[config.mk]
export PLATFORM = sky130hd
export DESIGN_NAME = mux_sequencer
export DESIGN_NICKNAME = d
export VERILOG_FILES = /design/src/rtl/mux_sequencer.sv
export SDC_FILE = /design/constraint.sdc
export NUM_CORES = 1
export LEC_CHECK = 0
export ABC_AREA = 1
export BUFFER_PORTS_ARGS = -buffer_cell sky130_fd_sc_hd__clkbuf_2
export CAP_MARGIN = 25
export CORE_ASPECT_RATIO = 0.7
export CORE_MARGIN = 5
export CORE_UTILIZATION = 54
export DETAILED_ROUTE_END_ITERATION = 7
export MAX_ROUTING_LAYER = met4
export PLACE_DENSITY = 0.79
export SETUP_SLACK_MARGIN = 0.15
export SKIP_LAST_GASP = 1
export SLEW_MARGIN = 20
export SYNTH_ARGS = -nofsm -noshare
export SYNTH_HDL_FRONTEND = slang
export SYNTH_SLANG_ARGS = --single-unit
[constraint.sdc]
create_clock -name clk -period 2 [get_ports clk]
set_clock_uncertainty 0.15 [all_clocks]
set_input_delay 0 -clock clk [delete_from_list [all_inputs] [get_ports clk]]
set_output_delay 0 -clock clk [all_outputs]
set_load 0.01 [all_outputs]
[src/rtl/mux_sequencer.sv]
// rtl/mux_sequencer.sv - transmit framing sequencer: COM/STP/data/END framing with periodic SKP insertion
module mux_sequencer #(
  parameter int SKP_INTERVAL = 64
) (
  input  logic       clk,
  input  logic       reset_L,
  input  logic       pkt_req,
  input  logic [7:0] pkt_len,
  input  logic       fifo_empty,
  output logic       pkt_ack,
  output logic       rd_en,
  output logic [1:0] control,
  output logic [7:0] start_end,
  output logic [7:0] ordered_set,
  output logic [7:0] logical_COM,
  output logic       busy,
  output logic       err_underrun
);

  localparam logic [1:0] CTL_DATA = 2'b00;
  localparam logic [1:0] CTL_SE   = 2'b01;
  localparam logic [1:0] CTL_OS   = 2'b10;
  localparam logic [1:0] CTL_COM  = 2'b11;
  localparam logic [7:0] SYM_STP  = 8'hFB;
  localparam logic [7:0] SYM_END  = 8'hFD;
  localparam logic [7:0] SYM_EDB  = 8'hFE;
  localparam logic [7:0] SYM_IDL  = 8'h7C;
  localparam logic [7:0] SYM_SKP  = 8'h1C;
  localparam logic [9:0] INTERVAL_LAST = 10'(SKP_INTERVAL - 1);

  typedef enum logic [2:0] {
    S_IDLE, S_COM, S_STP, S_DATA, S_END, S_SKP_COM, S_SKP
  } state_t;

  state_t     state, state_next;
  logic [7:0] byte_cnt, byte_cnt_next;
  logic [1:0] skp_cnt, skp_cnt_next;
  logic [9:0] interval_cnt;
  logic       skp_pending, pending_clr, interval_hit;
  logic       edb, edb_next, ack_next;
  logic [1:0] control_next;
  logic [7:0] start_end_next, ordered_set_next;

  assign logical_COM  = 8'hBC;
  assign interval_hit = (interval_cnt == INTERVAL_LAST);

  // The FWFT flag must gate the pop in the same cycle, so these two follow the input directly.
  assign rd_en        = (state == S_DATA) && !fifo_empty;
  assign err_underrun = (state == S_DATA) && fifo_empty;

  always_comb begin
    state_next    = state;
    byte_cnt_next = byte_cnt;
    skp_cnt_next  = skp_cnt;
    edb_next      = edb;
    ack_next      = 1'b0;
    pending_clr   = 1'b0;
    case (state)
      S_IDLE: begin
        if (skp_pending) begin
          state_next  = S_SKP_COM;
          pending_clr = 1'b1;
        end else if (pkt_req) begin
          state_next    = S_COM;
          byte_cnt_next = pkt_len;
          ack_next      = 1'b1;
          edb_next      = 1'b0;
        end
      end
      S_COM:   state_next = S_STP;
      S_STP:   state_next = (byte_cnt == 8'd0) ? S_END : S_DATA;
      S_DATA: begin
        if (fifo_empty) begin
          state_next    = S_END;
          edb_next      = 1'b1;
          byte_cnt_next = 8'd0;
        end else begin
          byte_cnt_next = byte_cnt - 8'd1;
          if (byte_cnt == 8'd1) state_next = S_END;
        end
      end
      S_END:   state_next = S_IDLE;
      S_SKP_COM: begin
        state_next   = S_SKP;
        skp_cnt_next = 2'd0;
      end
      S_SKP: begin
        if (skp_cnt == 2'd2) state_next = S_IDLE;
        else skp_cnt_next = skp_cnt + 2'd1;
      end
      default: state_next = S_IDLE;
    endcase
  end

  // Outputs are decoded from the next state and registered alongside it.
  always_comb begin
    control_next     = CTL_OS;
    start_end_next   = 8'h00;
    ordered_set_next = SYM_IDL;
    case (state_next)
      S_COM, S_SKP_COM: control_next = CTL_COM;
      S_STP: begin
        control_next   = CTL_SE;
        start_end_next = SYM_STP;
      end
      S_DATA: control_next = CTL_DATA;
      S_END: begin
        control_next   = CTL_SE;
        start_end_next = edb_next ? SYM_EDB : SYM_END;
      end
      S_SKP: ordered_set_next = SYM_SKP;
      default: ;
    endcase
  end

  always_ff @(posedge clk or negedge reset_L) begin
    if (!reset_L) begin
      state        <= S_IDLE;
      byte_cnt     <= 8'd0;
      skp_cnt      <= 2'd0;
      interval_cnt <= 10'd0;
      skp_pending  <= 1'b0;
      edb          <= 1'b0;
      pkt_ack      <= 1'b0;
      control      <= CTL_OS;
      start_end    <= 8'h00;
      ordered_set  <= SYM_IDL;
      busy         <= 1'b0;
    end else begin
      state        <= state_next;
      byte_cnt     <= byte_cnt_next;
      skp_cnt      <= skp_cnt_next;
      interval_cnt <= interval_hit ? 10'd0 : interval_cnt + 10'd1;
      skp_pending  <= interval_hit | (skp_pending & ~pending_clr);
      edb          <= edb_next;
      pkt_ack      <= ack_next;
      control      <= control_next;
      start_end    <= start_end_next;
      ordered_set  <= ordered_set_next;
      busy         <= (state_next != S_IDLE);
    end
  end

endmodule

* Word level (Yosys, flattened, before mapping)
Cells that the tools add are included.
W data, S select, Z words.
** Storage, ports and cells
- Word-level logic and storage cells :: 73
- Output and inout bits :: 30
- Bits of input ports :: 12
- Register bits after elaboration :: 45
** Operators by class
- Bitwise gates (word level) :: 3
- $add $sub $neg :: 3
- Muxes and demuxes :: 27
- Reductions and logical operators :: 12
- Eq/ne operators :: 17
** Operators with widths (number)
- $pmux W8 S2 :: 2
- $mux W8 :: 3
- $mux W3 :: 6
- $pmux W3 S6 :: 1
- $eq A3 B3 Y1 const B :: 5
- $eq A3 B2 Y1 const B :: 4
- $add A10 B1 Y10 const B :: 1
- $eq A10 B6 Y1 const B :: 1
- $mux W10 :: 1
- $eq A8 B1 Y1 const B :: 1
- $logic_not A8 Y1 :: 1
- $mux W1 :: 8
- $sub A8 B1 Y8 const B :: 1
- $mux W7 :: 1
- $eq A3 B1 Y1 const B :: 2
- $ne A2 B2 Y1 const B :: 3
- $pmux W2 S3 :: 1
- $mux W2 :: 2
- $pmux W2 S2 :: 1
- $reduce_bool A2 Y1 :: 2
- $reduce_or A2 Y1 :: 2
- $logic_not A3 Y1 :: 1
- $reduce_and A3 Y1 :: 1
- $reduce_bool A3 Y1 :: 1
- other kinds (9) :: 10

* Logic depth before layout (Yosys ltp)
- Depth in word-level cells :: 7
- Depth in mapped cells :: 9
- Gate-level depth less buffers :: 9

* Worst setup path after synthesis
No wires, ideal clock.
- Path type :: reg-to-reg
- From :: register byte_cnt[0]
- To :: register busy
- Cell stages (with the launch flop) :: 8
- Period minus slack after synthesis :: 1513 ps
- Setup time :: 128 ps
- Required time :: 1722 ps
- Arrival time :: 1235 ps
- Path buffers :: 0
- Setup slack :: 487 ps
- Path through :: dfrtp_1 -> inv_1 -> ha_1 -> nand2_1 -> o21ai_0 -> inv_1 -> nor2_1 -> nand3_1
** On the way
- Longest elaborated chain between the ends :: 5
- Elaborated cells on any way between the ends :: 7
- Classes of those cells :: eq/ne: 1; mux: 4; reduce/logical: 2
** Ends and longest elaborated chain
- start, declared :: line 36 : logic [7:0] byte_cnt, byte_cnt_next;
- start signal, assigned :: line 131 : byte_cnt <= byte_cnt_next;
- $eq A8 B1 Y1 :: line 79 : if (byte_cnt == 8'd1) state_next = S_END;
- $mux W3 :: line 79
- $mux W3 :: line 73 : if (fifo_empty) begin
- $pmux W3 S6 (*) :: line 58 : case (state)
- $reduce_bool A3 Y1 (*) :: line 140 : busy <= (state_next != S_IDLE);
- end signal, assigned :: line 140
- end, declared :: line 16 : output logic busy,
Mark *: on every way between the ends. The rest lies on a longest branch, timed or not.
A chain may end at the register's enable or synchronous reset.

* Worst setup path after layout
- From :: register interval_cnt[0]
- To :: register interval_cnt[8]
** On the way
- Longest elaborated chain between the ends :: 2
- Elaborated cells on any way between the ends :: 3
- Classes of those cells :: add/sub: 1; eq/ne: 1; mux: 1
** Ends and longest elaborated chain
- start, declared :: line 38 : logic [9:0] interval_cnt;
- start signal, assigned :: line 133 : interval_cnt <= interval_hit ? 10'd0 : interval_cnt + 10'd1;
- $add A10 B1 Y10 / $eq A10 B6 Y1 (equally long branches) :: line 133, 45
- $mux W10 (*) :: line 133
Marks and branches as above.

==> flow_metrics.tcl <==
set metrics [dict create \
    fin_crit_ns 1.68 \
    seqPwrFrac 0.378 \
    wire_per_inst_um 10.7 \
    die_h_um 60.3 \
    netlist_instances 250 \
    nets 302 \
    syn_to_final_growth_pct 14.2 \
    busiest_layer "met2" \
    cts_tree "built" \
    synth.distinct_cells 25 \
    clock_latency_ns 0.29 \
    place.gp.congestion 0.920 \
    ys_ff_latch 34 \
    ys_warn_count 0 \
    cpMaxStageDelayCell "dfrtp_1" \
    place_ws_ns 0.284 \
    grt_util_met3 0.0452 \
    synth_top_cell_by_area "dfrtp_1" \
    peakVddDrop_mv 0.661 \
    syn-cell-area_um2 1950 \
    timing.rr.end "interval_cnt[8]$_DFF_PN0_" \
    final.setup.worst_slack_ns 0.321 \
    dieArea_um2 4930 \
    synthArstFlopShare 1.00 \
    hpwlAfterDp_um 2660 \
    drive_gt1_frac 0.182 \
    rsz0062_at_grt "no" \
    start_util 0.555 \
    port_buffers 27 \
    reg2reg_depth 6 \
    antenna_found_initial 0 \
    vias_per_cell 4.61 \
    powerDensity_nw_per_um2 1300 \
    grtUsageMet2 0.254 \
    worstPathCellList "ha_1, nand2_1, nor3_2, nand2_1, nor2_1, xor2_1" \
    grt_start_max_net_pins 35 \
    synth.avg_cell_area_um2 7.80 \
    worstReg2RegStart "interval_cnt[0]$_DFF_PN0_" \
    cts_root_buffer "clkbuf_8" \
    p_sw_mw 1.25 \
    h-tree-depth 2 \
    grt_pass1_wl_um 6200 \
    core_um2 3510 \
    cp.arrival_ns 1.74 \
    critical_path.most_common_cell "nand2_1" \
    critical_path_class "flop to flop" \
    tightest_slew_ns 0.817 \
    ys_seq_area_frac 0.437 \
    grt_use_met1 0.228 \
    final_area_um2 2230 \
    timing.fmax_ghz 0.596 \
    drv_slew 0 \
    routed_wl_um 3610 \
    nFillCells 313 \
    hold_violations 0 \
    setup.worst_path.start_class "flop" \
    synth_edf_count 0 \
    setup_viol 0 \
    first_global_vias 1435 \
    tns_ns 0 \
    drc 0 \
    drt_iter0_markers 82 \
    cellLeakagePower_nw 1.25 \
    dr.pass1.iters 4 \
    outcome "completed" \
    clockBufferDepth 2 \
    vias 1550 \
    cts_sinks 34 \
    synthTopCellsByArea "dfrtp_1, nand2_1, buf_4, inv_1, nor2_1" \
    gr-total-overflow 0 \
    diodes 0 \
    report.power.total_mw 2.89 \
    cap_violations 0 \
    detailed_place.area_um2 2020 \
    p_int_mw 1.64 \
    pwr-share-comb 0.442 \
    reg2reg_slack_ns 0.32 \
    worst_setup_path_end_kind "flop" \
    postCtsSetupBuffers 0 \
    ant_nets 0 \
    final.period_utilization 0.839 \
    ys.flop_type "dfrtp_1" \
    critPathMaxStageDelay_ns 0.44 \
    cts_made_buffers 5 \
    max-slew-margin-rel 0.455 \
    pwr-share-clk 0.180 \
    cp.required_ns 2.06 \
    crit_path_max_fanout 6 \
    synthTopCellsByCount "nand2_1, dfrtp_1, inv_1" \
    switching_share 0.433 \
    die_w_um 81.8 \
    hold_path.class "input pin to asynchronous set/reset pin" \
    row_count 18 \
    ios 42 \
    clk_pin_slew_ns 0.07 \
    yosysMostFrequentCell "nand2_1" \
    synth_top_cell_area_share 0.411 \
    track_usage 0.174 \
]
==> power by group through the flow <==
stage,combinational (mW),sequential (mW),clock (mW)
final,1.28,1.09,0.520
after global routing,1.48,1.13,0.558
after CTS,1.29,1.09,0.537
after detailed placement,1.25,1.10,0
after global placement,1.23,1.10,0
after floorplan,1.07,1.07,0
==> area by class of cell <==
class                   instances  area, um^2  share of cell area
clock buffers                   6        82.6              0.0371
clock inverters                 2        12.5             0.00561
inverters                      35         131              0.0590
multi-input cells             171         841               0.377
flip-flops and latches         34         853               0.383
well taps                      50        62.6              0.0281
repair buffers                 38         245               0.110
==> cells in the final DEF (no fill, tap or decap) <==
cell type,netlist,layout
inv_1,32,32
xnor2_1,2,2
xor2_1,5,5
conb_1,2,14
nand4_1,4,4
inv_2,3,3
dfrtp_1,32,32
nand3_1,14,14
nand2_2,1,1
o21ai_1,3,4
nor3_1,2,2
o21ai_2,4,4
clkinv_2,0,1
nor2_1,21,21
nand3_4,1,1
o21ai_0,11,10
ha_1,5,5
dlygate4sd3_1,0,11
clkbuf_8,0,6
clkinvlp_4,0,1
nor2_2,3,3
clkbuf_2,0,27
nor3_2,2,2
nor2_4,1,1
nand2_1,71,71
dfstp_2,2,2
a21oi_1,7,7
==> per-layer routing <==
layer | share of wire | up-vias | wire length (um)
met4 | 0.019 | 0 | 68
met5 | 0 | - | 0
met1 | 0.47 | 681 | 1690
li1 | - | 811 | -
met3 | 0.086 | 7 | 310
met2 | 0.43 | 51 | 1540
==> critical path, delay by kind of cell (launching register included) <==
kind	cells	cell delay, ns
flip-flops	1	0.44
XOR/XNOR	1	0.17
adder cells (fa/ha/maj)	1	0.21
AND/OR/NAND/NOR	4	0.63
==> metrics by stage <==
step,std cells,util,hold slack [ns]
global placement,317,0.576,-0.0135
detailed placement,317,0.576,-0.0110
floorplan,262,-,-0.446
finish,336,0.634,0.193
CTS,336,0.634,0.219
global route,336,0.634,0.288
==> worst max-delay path by stage <==
stage | to | start
global placement | busy$_DFF_PN0_ | byte_cnt[0]$_DFFE_PN0P_
finish | interval_cnt[8]$_DFF_PN0_ | interval_cnt[0]$_DFF_PN0_
CTS | busy$_DFF_PN0_ | byte_cnt[0]$_DFFE_PN0P_
global route | interval_cnt[8]$_DFF_PN0_ | interval_cnt[0]$_DFF_PN0_
floorplan | busy$_DFF_PN0_ | byte_cnt[0]$_DFFE_PN0P_
detailed placement | busy$_DFF_PN0_ | byte_cnt[0]$_DFFE_PN0P_
==> logic make-up after synthesis <==
family          synth area share
compound gates            0.0718
fa+ha+maj                 0.0321
other cells              0.00385
xor+xnor                  0.0314
flops                      0.437
simple gates               0.269
buf+inv                    0.155
==> flip-flops by register name, indices dropped and copies added (netlist names) <==
register,cells
interval_cnt,10
busy,1
edb,1
ordered_set,1
skp_cnt,2
skp_pending,1
pkt_ack,1
state,3
start_end,4
byte_cnt,8
control,2
==> timing repair <==
item | in CTS | in global routing
endpoints found under the hold margin | 43 | 0
setup endpoints to repair | 0 | 1
hold buffers | 11 | 0
gates resized for setup | 0 | 1
No activity file was read; power rests on OpenSTA's default activity.
